===== src/rtl/riscv_pkg.sv =====
// Shared definitions for the fetch stage: FSM states, NOP encoding, opcodes and reset PC.
package riscv_pkg;

    typedef enum logic [1:0] {
        S_IDLE = 2'b00,
        S_REQ  = 2'b01,
        S_EXEC = 2'b10,
        S_HALT = 2'b11
    } fetch_state_t;

    localparam logic [31:0] INSTR_NOP    = 32'h0000_0013;
    localparam logic [31:0] RESET_PC_DEF = 32'h0000_0000;

    localparam logic [6:0] OP_LOAD   = 7'b0000011;
    localparam logic [6:0] OP_STORE  = 7'b0100011;
    localparam logic [6:0] OP_RTYPE  = 7'b0110011;
    localparam logic [6:0] OP_BRANCH = 7'b1100011;

    // Instruction addresses must be word aligned.
    function automatic logic is_misaligned(input logic [1:0] addr_lsb);
        return (addr_lsb != 2'b00);
    endfunction

endpackage


===== src/rtl/next_pc_gen.sv =====
// Combinational next-PC selection: sequential (PC+4) or branch target (PC+ImmExt).
module next_pc_gen
    import riscv_pkg::*;
#(
    parameter int XLEN = 32
) (
    input  logic [XLEN-1:0] pc,
    input  logic [XLEN-1:0] imm_ext,
    input  logic            pc_src,
    output logic [XLEN-1:0] pc_plus4,
    output logic [XLEN-1:0] next_pc,
    output logic            misalign
);

    logic [XLEN-1:0] target_s;

    assign pc_plus4 = pc + XLEN'(4);
    assign target_s = pc + imm_ext;

    // Select the successor address; arithmetic wraps modulo 2^XLEN.
    always_comb begin
        next_pc = pc_plus4;
        if (pc_src) begin
            next_pc = target_s;
        end else begin
            next_pc = pc_plus4;
        end
        misalign = is_misaligned(next_pc[1:0]);
    end

endmodule


===== src/rtl/instr_fetch.sv =====
// Fetch stage: owns the PC, fetches over a req/ack port, holds the instruction for the core.
module instr_fetch
    import riscv_pkg::*;
#(
    parameter int              XLEN     = 32,
    parameter logic [XLEN-1:0] RESET_PC = RESET_PC_DEF[XLEN-1:0]
) (
    input  logic            clk,
    input  logic            rst,
    output logic            imem_req,
    output logic [XLEN-1:0] imem_addr,
    input  logic            imem_ack,
    input  logic [31:0]     imem_rdata,
    input  logic            stall,
    input  logic            PCSrc,
    input  logic [XLEN-1:0] ImmExt,
    output logic [31:0]     Instr,
    output logic [XLEN-1:0] PC,
    output logic [XLEN-1:0] PCPlus4,
    output logic            instr_valid,
    output logic            fetch_fault,
    output logic [31:0]     instret
);

    fetch_state_t    state_r;
    logic [XLEN-1:0] pc_r;
    logic [31:0]     instr_r;
    logic            req_r;
    logic            valid_r;
    logic            fault_r;
    logic [31:0]     instret_r;

    logic [XLEN-1:0] next_s;
    logic            misalign_s;

    next_pc_gen #(.XLEN(XLEN)) u_next_pc_gen (
        .pc       (pc_r),
        .imm_ext  (ImmExt),
        .pc_src   (PCSrc),
        .pc_plus4 (PCPlus4),
        .next_pc  (next_s),
        .misalign (misalign_s)
    );

    // Fetch FSM with PC, instruction, status and retire-counter registers.
    always_ff @(posedge clk or posedge rst) begin
        if (rst) begin
            state_r   <= S_IDLE;
            pc_r      <= RESET_PC;
            instr_r   <= INSTR_NOP;
            req_r     <= 1'b0;
            valid_r   <= 1'b0;
            fault_r   <= 1'b0;
            instret_r <= 32'd0;
        end else begin
            case (state_r)
                S_IDLE: begin
                    state_r <= S_REQ;
                    req_r   <= 1'b1;
                end
                S_REQ: begin
                    if (imem_ack) begin
                        instr_r <= imem_rdata;
                        req_r   <= 1'b0;
                        valid_r <= 1'b1;
                        state_r <= S_EXEC;
                    end
                end
                S_EXEC: begin
                    // PCSrc/ImmExt only matter on the retire edge.
                    if (!stall) begin
                        instret_r <= instret_r + 32'd1;
                        valid_r   <= 1'b0;
                        if (misalign_s) begin
                            fault_r <= 1'b1;
                            state_r <= S_HALT;
                        end else begin
                            pc_r    <= next_s;
                            req_r   <= 1'b1;
                            state_r <= S_REQ;
                        end
                    end
                end
                S_HALT: begin
                    req_r   <= 1'b0;
                    valid_r <= 1'b0;
                end
                default: begin
                    req_r   <= 1'b0;
                    valid_r <= 1'b0;
                    state_r <= S_HALT;
                end
            endcase
        end
    end

    assign imem_req    = req_r;
    assign imem_addr   = pc_r;
    assign Instr       = instr_r;
    assign PC          = pc_r;
    assign instr_valid = valid_r;
    assign fetch_fault = fault_r;
    assign instret     = instret_r;

endmodule


===== config.mk =====
export PLATFORM = sky130hd
export DESIGN_NAME = instr_fetch
export DESIGN_NICKNAME = d
export VERILOG_FILES = /design/src/rtl/riscv_pkg.sv /design/src/rtl/next_pc_gen.sv /design/src/rtl/instr_fetch.sv
export SDC_FILE = /design/constraint.sdc
export NUM_CORES = 1
export LEC_CHECK = 0
export CORE_UTILIZATION = 46
export DETAILED_ROUTE_END_ITERATION = 7
export PLACE_DENSITY = 0.81
export SLEW_MARGIN = 0
export SYNTH_ARGS = -nofsm -noshare
export SYNTH_HDL_FRONTEND = slang
export SYNTH_SLANG_ARGS = --single-unit

===== constraint.sdc =====
create_clock -name clk -period 10.08 [get_ports clk]
set_input_delay 2.016 -clock clk [delete_from_list [all_inputs] [get_ports clk]]
set_output_delay 2.016 -clock clk [all_outputs]
set_load 0.005 [all_outputs]

======== Word level (Yosys, flattened, before mapping) ========
Cells that the tools add are included.
operators by class
  bitwise logic cells ..................... 2
  equal/unequal tests ..................... 6
  reduce and logical (&&, ||, !) cells .... 11
  add/subtract/negate cells ............... 3
  muxes and demuxes ....................... 12
operators with widths
  kind                                                                    number
  32-bit by 1-bit adder with 32-bit output (second input constant)        1
  32-bit by 3-bit adder with 32-bit output (second input constant)        1
  32-bit adder                                                            1
  32-bit 2-to-1 mux                                                       1
  3-bit AND reduction                                                     5
  2-bit 2-to-1 mux                                                        3
  2-bit != test (second input constant)                                   3
  2-bit one-hot mux with 3 select lines                                   1
  3-bit nonzero test                                                      2
  1-bit 2-to-1 mux                                                        5
  2-bit equality test (second input constant)                             2
  1-bit one-hot mux with 4 select lines                                   1
  2-bit AND reduction                                                     2
  1-bit one-hot mux with 3 select lines                                   1
  2-bit by 1-bit equality test with 1-bit output (second input constant)  1
  2-bit zero test                                                         1
  1-bit NOT                                                               2
  2-bit nonzero test                                                      1
storage, ports and cells
  flip-flop bits (word level) ............. 101
  word-level logic and storage cells ...... 41
  input port bits ......................... 69
  output and inout bits ................... 163

======== Depth between registers and ports, before layout ========
Gate-level depths: netlist of run 1.
  word-level depth ........................ 6
  depth in mapped cells ................... 11

======== By module ========
A second synthesis of run 1 with hierarchy kept.
second synthesis, totals
  cell total of the unflattened synthesis .. 722
  area, all modules ....................... 6977.9 um2
modules (own cells, without submodules)
  module       area each (um2)  cells an instance  instances  seq. area each (um2)
  instr_fetch  4431.8           330                1          2531.2
  next_pc_gen  2546.2           392                1          0.0

======== Least setup slack after synthesis of run 1 ========
OpenSTA, ideal clock, no wires.
  path kind ............................... input to register
  start point ............................. input ImmExt[0]
  end point ............................... register pc_r[28] (netlist: PC[28])
  cell stages on the path ................. 10
  path buffers ............................ 0
  library setup time ...................... 0.082 ns
  arrival ................................. 4.417 ns
  path slack .............................. 5.581 ns
  cells stage by stage .................... ha_1 > fa_1 > a21o_1 > a221oi_4 > o2111ai_4 > a2111oi_4 > nor3b_1 > nand4_1 > mux2_1 > o22ai_1
on the way
  word-level cells in the longest chain between the ends .. 5
RTL lines
  what                           RTL line           text
  start, declared                instr_fetch.sv:16  input logic [XLEN-1:0] ImmExt,
  32-bit adder (*)               next_pc_gen.sv:18  assign target_s = pc + imm_ext;
  32-bit 2-to-1 mux (*)          next_pc_gen.sv:23  if (pc_src) begin
  2-bit nonzero test             riscv_pkg.sv:21    return (addr_lsb != 2'b00);
  1-bit NOT (no line)            -
  3-bit AND reduction (no line)  -
  end signal, assigned           instr_fetch.sv:78  pc_r <= next_s;
  end, declared                  instr_fetch.sv:26  logic [XLEN-1:0] pc_r;
Mark *: on every way between the ends. The rest lies on a longest branch, timed or not.
A chain may end at the register's enable or synchronous reset.

======== Worst setup path after layout of run 1 ========
  start point ............................. register pc_r[12] (netlist: PC[12])
  end point ............................... output PCPlus4[31]
on the way
  word-level cells in the longest chain between the ends .. 1
RTL lines
  what                                      RTL line           text
  32-bit by 3-bit adder with 32-bit output  next_pc_gen.sv:17  assign pc_plus4 = pc + XLEN'(4);
  end, declared                             instr_fetch.sv:19  output logic [XLEN-1:0] PCPlus4,
Every way passes these cells.

==> impl_metrics.csv, run 1 <==
group,metric,value,unit
status,status,"finished, final reports clean",
power,ir_worst_vdd,0.1494,mV
critical_path,worstPathArrival,3.48,ns
drt,totalWireLength,19.11,mm
clock_network,cts_buffers,9,
floorplanning,rows,44,
place,hpwl,14.11,mm
worst_hold_path,hold_path.class,"flop to flop",
critical_path,cp_slowest_cell,"or4_1",
drt,routedWlPerCell,17.12,um
timing,fin_crit,5.492,ns
clock_network,cts_resized,0,
synth,synth_nets,849,
power,leakage,3.924,nW
synth,yosysTopAreaCellShare,35.78,%
drt,viasPerCell,5.653,
global_routing,antenna_found_initial,0,
cells_and_area,area_delta_synth_final,37.00,%
synth,synthTopCellsByArea,"dfrtp_1 (36%), ha_1 (6.9%), xnor2_1 (6.9%)",
cells_and_area,final.fill_count,1231,
synth,ys_seq_elements,101,
timing,setup_viol,0,
synth,syn_area,6854,um2
timing,fin_tns_setup,0,ns
timing,max_freq,0.1821,GHz
critical_path,crit_top_cell,"nand2_1",
synth,netlist_instances,741,
timing,final-max-slew-violation-count,0,
clock_network,clk_pin_slew,0.08,ns
critical_path,r2r_slack,6.85,ns
cells_and_area,num_antenna_cells,0,
timing,fin_hold_ws,0.4670,ns
clock_network,cts_setup_buffers,0,
clock_network,cts_sinks,101,
floorplanning,die_area,15390,um2
synth,synth_edf_count,0,
clock_network,cts_tree,"built",
critical_path,critPathLaunchType,"flop",
critical_path,worstSetupPathType,"flop to primary output",
clock_network,ctsHoldBuffers,0,
timing,post-route-period-util,54.48,%
drt,first_pass_iters,6,
synth,yosysWarnings,0,
synth,seq_area_frac_synth,36.93,%
synth,ys_types,66,
global_routing,track_usage,24.60,%
global_routing,grt_pass1_wl,29.26,mm
critical_path,crit_path_max_incr_delay,0.59,ns
worst_hold_path,hp-start,"instret[31]$_DFFE_PP0P_",
timing,worst_pin_slew,0.8369,ns
synth,syn_avg_cell_area,9.250,um2
critical_path,critPathCaptureType,"primary output",
timing,slew_headroom,44.00,%
drt,vias,6309,
floorplanning,fp.dieW,124.1,um
critical_path,crit_chain,"nand2_1 > or4_1 > nor3_2 > nand3_1 > nor2_1 > nand2_1 > xnor2_1 > clkdlybuf4s50_1",
synth,yosysTopAreaCell,"dfrtp_1",
power,power_density,262.4,nW/um2
timing,rsz0062_at_grt,"false",
clock_network,clock_latency,0.36,ns
floorplanning,io_pins,232,
timing,hold_viol_final,0,
place,portBuffers,231,
synth,synth_ff_type,"dfrtp_1",
drt,ant_nets,0,
critical_path,worstSetupStartpoint,"PC[12]$_DFFE_PP0P_",
cells_and_area,drive_above_1_share,7.833,%
global_routing,overflow,0,
drt,drtIter0Drc,378,
synth,async_flop_share,100.0,%
floorplanning,start_util,47.16,%
critical_path,cp_max_fo,9,
job,cap_viol_max_count,0,
clock_network,cts-root-buf,"clkbuf_16",
critical_path,crit_required,8.06,ns
clock_network,cts.htree.levels,3,
cells_and_area,final_nets,1035,
critical_path,r2r-start,"PC[0]$_DFFE_PP0P_",
timing,skew,0.01474,ns
place,gp_congestion,0.9338,
floorplanning,die_h,124.1,um
global_routing,grt_max_degree,59,
drt,drc,0,
global_routing,grt_pass1_vias,5897,
floorplanning,design.core.area,14530,um2
clock_network,cts_buffer_depth,2,
==> area by class of cell <==
type	count	area, um2	share of cell area [%]
flip-flops and latches	101	2531	26.96
clock inverters	7	88.84	0.9460
well taps	184	230.2	2.452
inverters	21	81.33	0.8661
clock buffers	9	225.2	2.398
multi-input cells	558	3884	41.36
repair buffers	236	2350	25.02
==> synth_stat cells, types with 18 or more instances <==
master,instances
dfrtp_1,98
nand2_1,61
a21oi_1,58
xnor2_1,54
nor2_1,53
ha_1,38
mux2_2,36
o21ai_0,35
buf_4,34
nand3_1,29
xor2_1,26
clkbuf_1,21
inv_1,21
nand4_1,18
==> where the power goes <==
group	internal [mW]	switching [mW]	total [mW]	leakage, nW
logic	0.796	0.588	1.38	2.51
registers	0.544	0.174	0.718	1.27
clock network	0.179	0.183	0.362	0.152
total	1.52	0.945	2.46	3.92
==> placed cells by master, fill, tap and decap left out, drive strengths merged, types with 12 or more instances in the layout <==
cell type	instances
mux2	37
nor2	53
nand3	30
a21o	12
xor2	26
a21oi	58
nand4	18
o21ai	40
inv	24
nand2	61
dfrtp	98
ha	38
xnor2	54
nor3	18
clkdlybuf4s50	231
==> worst paths after layout <==
path | to | cells past startpoint
setup reg to reg | PC[28]$_DFFE_PP0P_ | 10
hold reg to reg | instret[31]$_DFFE_PP0P_ | 1
setup / recovery | PCPlus4[31] | 8
hold / removal | instret[31]$_DFFE_PP0P_ | 1
max in group asynchronous | PC[26]$_DFFE_PP0P_ | 3
min in group asynchronous | instret[30]$_DFFE_PP0P_ | 2
==> registers in the layout, summed over array words and instances (netlist names) <==
name / flops
Instr: 32
PC: 32
fetch_fault: 1
imem_req: 1
instr_valid: 1
instret: 32
state_r: 2
==> layer usage <==
layer / vias to the layer above / wire length [um] / GRT usage [%]
li1: 2996 / - / -
met1: 3031 / 8222 / 32.50
met2: 261 / 9149 / 39.47
met3: 21 / 1419 / 5.861
met4: 0 / 321 / 7.961
met5: - / 0 / 0
==> metrics by stage <==
step                util (%)  worst slack (ns)  instances  power (mW)  area (um2)
floorplan                  -             5.422        741       1.480        6854
global placement       62.45             5.019       1100       2.075        9076
detailed placement     62.45             4.920       1100       2.098        9076
CTS                    64.61             4.592       1116       2.473        9390
global route           64.61             4.366       1116       2.637        9390
finish                 64.61             4.588       1116       2.464        9390
==> cells by family (layout without fill, tap and decap cells) <==
group / after synthesis / in the layout / share of synthesized area (%)
xor+xnor: 80 / 80 / 10.22
compound gates: 168 / 168 / 16.14
buf+inv: 82 / 273 / 6.407
mux: 42 / 42 / 6.809
flops: 101 / 101 / 36.93
simple gates: 229 / 229 / 16.27
fa+ha+maj: 39 / 39 / 7.229
==> worst max-delay path, delay by kind of cell, from the launching register on <==
kind,cells,cell delay (ns)
DFF,1,0.52
and+or+nand+nor,6,1.74
buffers and inverters,1,0.56
xor gates and xnor gates,1,0.28
Power figures use the tool's default switching activity.
==> inputs of run 2 (changes only) <==
Clock period 10.08 ns to 5.24 ns, I/O delays scaled along.
==> run 2 against run 1 <==
Net effect:
- non-clock buffer count up 2
- clock power is 85% higher
- combinational power increased by 93%
- global-route usage up 0.49 points
- largest cell class unchanged
- first-iteration DRC count rose by 6.3%
- clock skew is 0.0062 ns lower
- critical endpoint unchanged
==> impl_metrics.csv, run 2 (synthesis gave the netlist of run 1 again) <==
group,metric,value,unit
power,total_power,4.723,mW
global_routing,grt_max_degree,78,
critical_path,reg2reg_depth,10,
power,ir_worst_vdd,0.3189,mV
global_routing,grt_pass1_wl,29.61,mm
timing,max_freq,0.2182,GHz
worst_hold_path,hold_depth,1,
critical_path,worstSetupPathType,"flop to primary output",
power,swShare,38.19,%
cells_and_area,instances_no_fill,1118,
power,internal_power,2.920,mW
worst_hold_path,hold_path.class,"flop to flop",
global_routing,antenna_found_initial,0,
critical_path,critPathCaptureType,"primary output",
floorplanning,design.core.area,14530,um2
clock_network,cts_buffer_depth,2,
cells_and_area,layout_commonest_cell,"clkdlybuf4s50_1",
critical_path,worstSetupStartpoint,"PC[17]$_DFFE_PP0P_",
clock_network,clk_pin_slew,0.08,ns
cells_and_area,final.fill_count,1236,
cells_and_area,drive_above_1_share,8.030,%
timing,worst_pin_slew,0.9954,ns
place,gp_congestion,0.9569,
drt,ant_nets,0,
clock_network,clock_latency,0.35,ns
cells_and_area,num_antenna_cells,0,
timing,fin_crit,4.583,ns
drt,viasPerCell,5.581,
job,cap_viol_max_count,0,
power,clkPwrFrac,14.2,%
drt,first_pass_iters,5,
drt,drtIter0Drc,402,
timing,fin_ws,0.6569,ns
timing,post-route-period-util,87.46,%
place,place_inst,1102,
critical_path,r2r-start,"PC[0]$_DFFE_PP0P_",
clock_network,cts.htree.levels,3,
critical_path,worstPathArrival,3.54,ns
critical_path,crit_required,4.19,ns
clock_network,ctsHoldBuffers,0,
drt,drc,0,
drt,routedWlPerCell,17.33,um
power,pwr-share-comb,56.6,%
clock_network,cts-root-buf,"clkbuf_16",
floorplanning,die_area,15390,um2
cells_and_area,final_cell_mix,"clkdlybuf4s50_1 (231), dfrtp_1 (98), nand2_1 (61), a21oi_1 (58), xnor2_1 (54)",
place,post-place-ws,1.061,ns
clock_network,cts_setup_buffers,0,
drt,totalWireLength,19.37,mm
timing,fin_tns_setup,0,ns
power,p_sw,1.804,mW
floorplanning,rows,44,
status,status,"finished, final reports clean",
cells_and_area,area_delta_synth_final,36.93,%
cells_and_area,final_nets,1037,
worst_hold_path,hp-start,"fetch_fault$_DFFE_PP0P_",
critical_path,critPathLaunchType,"flop",
floorplanning,io_pins,232,
global_routing,overflow,0,
floorplanning,fp.dieW,124.1,um
power,seqPwrFrac,29.3,%
clock_network,cts_resized,0,
power,leakage,3.924,nW
place,portBuffers,231,
critical_path,cp_max_fo,9,
drt,vias,6240,
timing,final-max-slew-violation-count,0,
clock_network,cts_sinks,101,
global_routing,track_usage,25.09,%
timing,hold_viol_final,0,
timing,slew_headroom,33.64,%
clock_network,cts_tree,"built",
clock_network,cts_buffers,9,
floorplanning,start_util,47.16,%
floorplanning,die_h,124.1,um
timing,rsz0062_at_grt,"false",
timing,skew,0.008513,ns
global_routing,grt_pass1_vias,5835,
timing,setup_viol,0,
place,hpwl,14.42,mm
cells_and_area,postLayoutCoreUtil,64.57,%
critical_path,r2r_slack,2.01,ns
power,power_density,503.3,nW/um2
run 2: cell types whose count changed in the layout (fill, tap and decap cells not counted):
cell	delta
clkinvlp_4	+1
clkinv_4	-1
clkinv_2	+1
buf_4	+2
clkinv_8	-2
inv_6	+1
run 2: final timing paths:
| path | end |
|---|---|
| worst max-delay path | PCPlus4[31] |
| worst min-delay path | fetch_fault$_DFFE_PP0P_ |
| worst min register to register | fetch_fault$_DFFE_PP0P_ |
| worst max register to register | PC[18]$_DFFE_PP0P_ |
| max in group asynchronous | Instr[12]$_DFFE_PP0P_ |
| min in group asynchronous | Instr[3]$_DFFE_PP0P_ |
run 2: power groups by stage:
| stage | logic (mW) | clock network, mW | registers [mW] |
|---|---|---|---|
| after CTS | 2.68 | 0.690 | 1.38 |
| final | 2.67 | 0.669 | 1.38 |
| after detailed placement | 2.65 | 0 | 1.39 |
| after global placement | 2.62 | 0 | 1.37 |
| after global routing | 2.90 | 0.713 | 1.43 |
| after floorplan | 1.51 | 0 | 1.34 |
run 2: cell type report:
class | instances | area (um2) | area share (%)
sequential | 101 | 2531 | 26.97
tap | 184 | 230.2 | 2.453
inverter | 21 | 81.33 | 0.8666
clock buffer | 9 | 225.2 | 2.400
multi-input combinational | 558 | 3884 | 41.38
timing repair buffer | 238 | 2365 | 25.20
clock inverter | 7 | 68.82 | 0.7332
run 2: metal layers:
layer | track usage [%] | wire length (um) | part of all wire (%)
met5 | 0 | 0 | 0
met4 | 9.747 | 525 | 2.7
met3 | 4.853 | 1409 | 7.3
met2 | 40.30 | 9230 | 48
met1 | 33.22 | 8204 | 42
run 2: worst max-delay path, stage by stage, from the launching register on:
cell             delay (ns)
dfrtp_1                0.51
nand3_1                0.19
or4_1                  0.56
nor3_2                 0.53
nand3_1                0.25
nor2_1                 0.22
nand2_1                0.10
xnor2_1                0.26
clkdlybuf4s50_1        0.56
run 2: per-stage QoR:
step	area, um2	hold slack, ns
detailed placement	9091	0.4481
floorplan	6854	0.4510
finish	9385	0.4650
CTS	9385	0.4662
global placement	9091	0.4408
global route	9385	0.4842
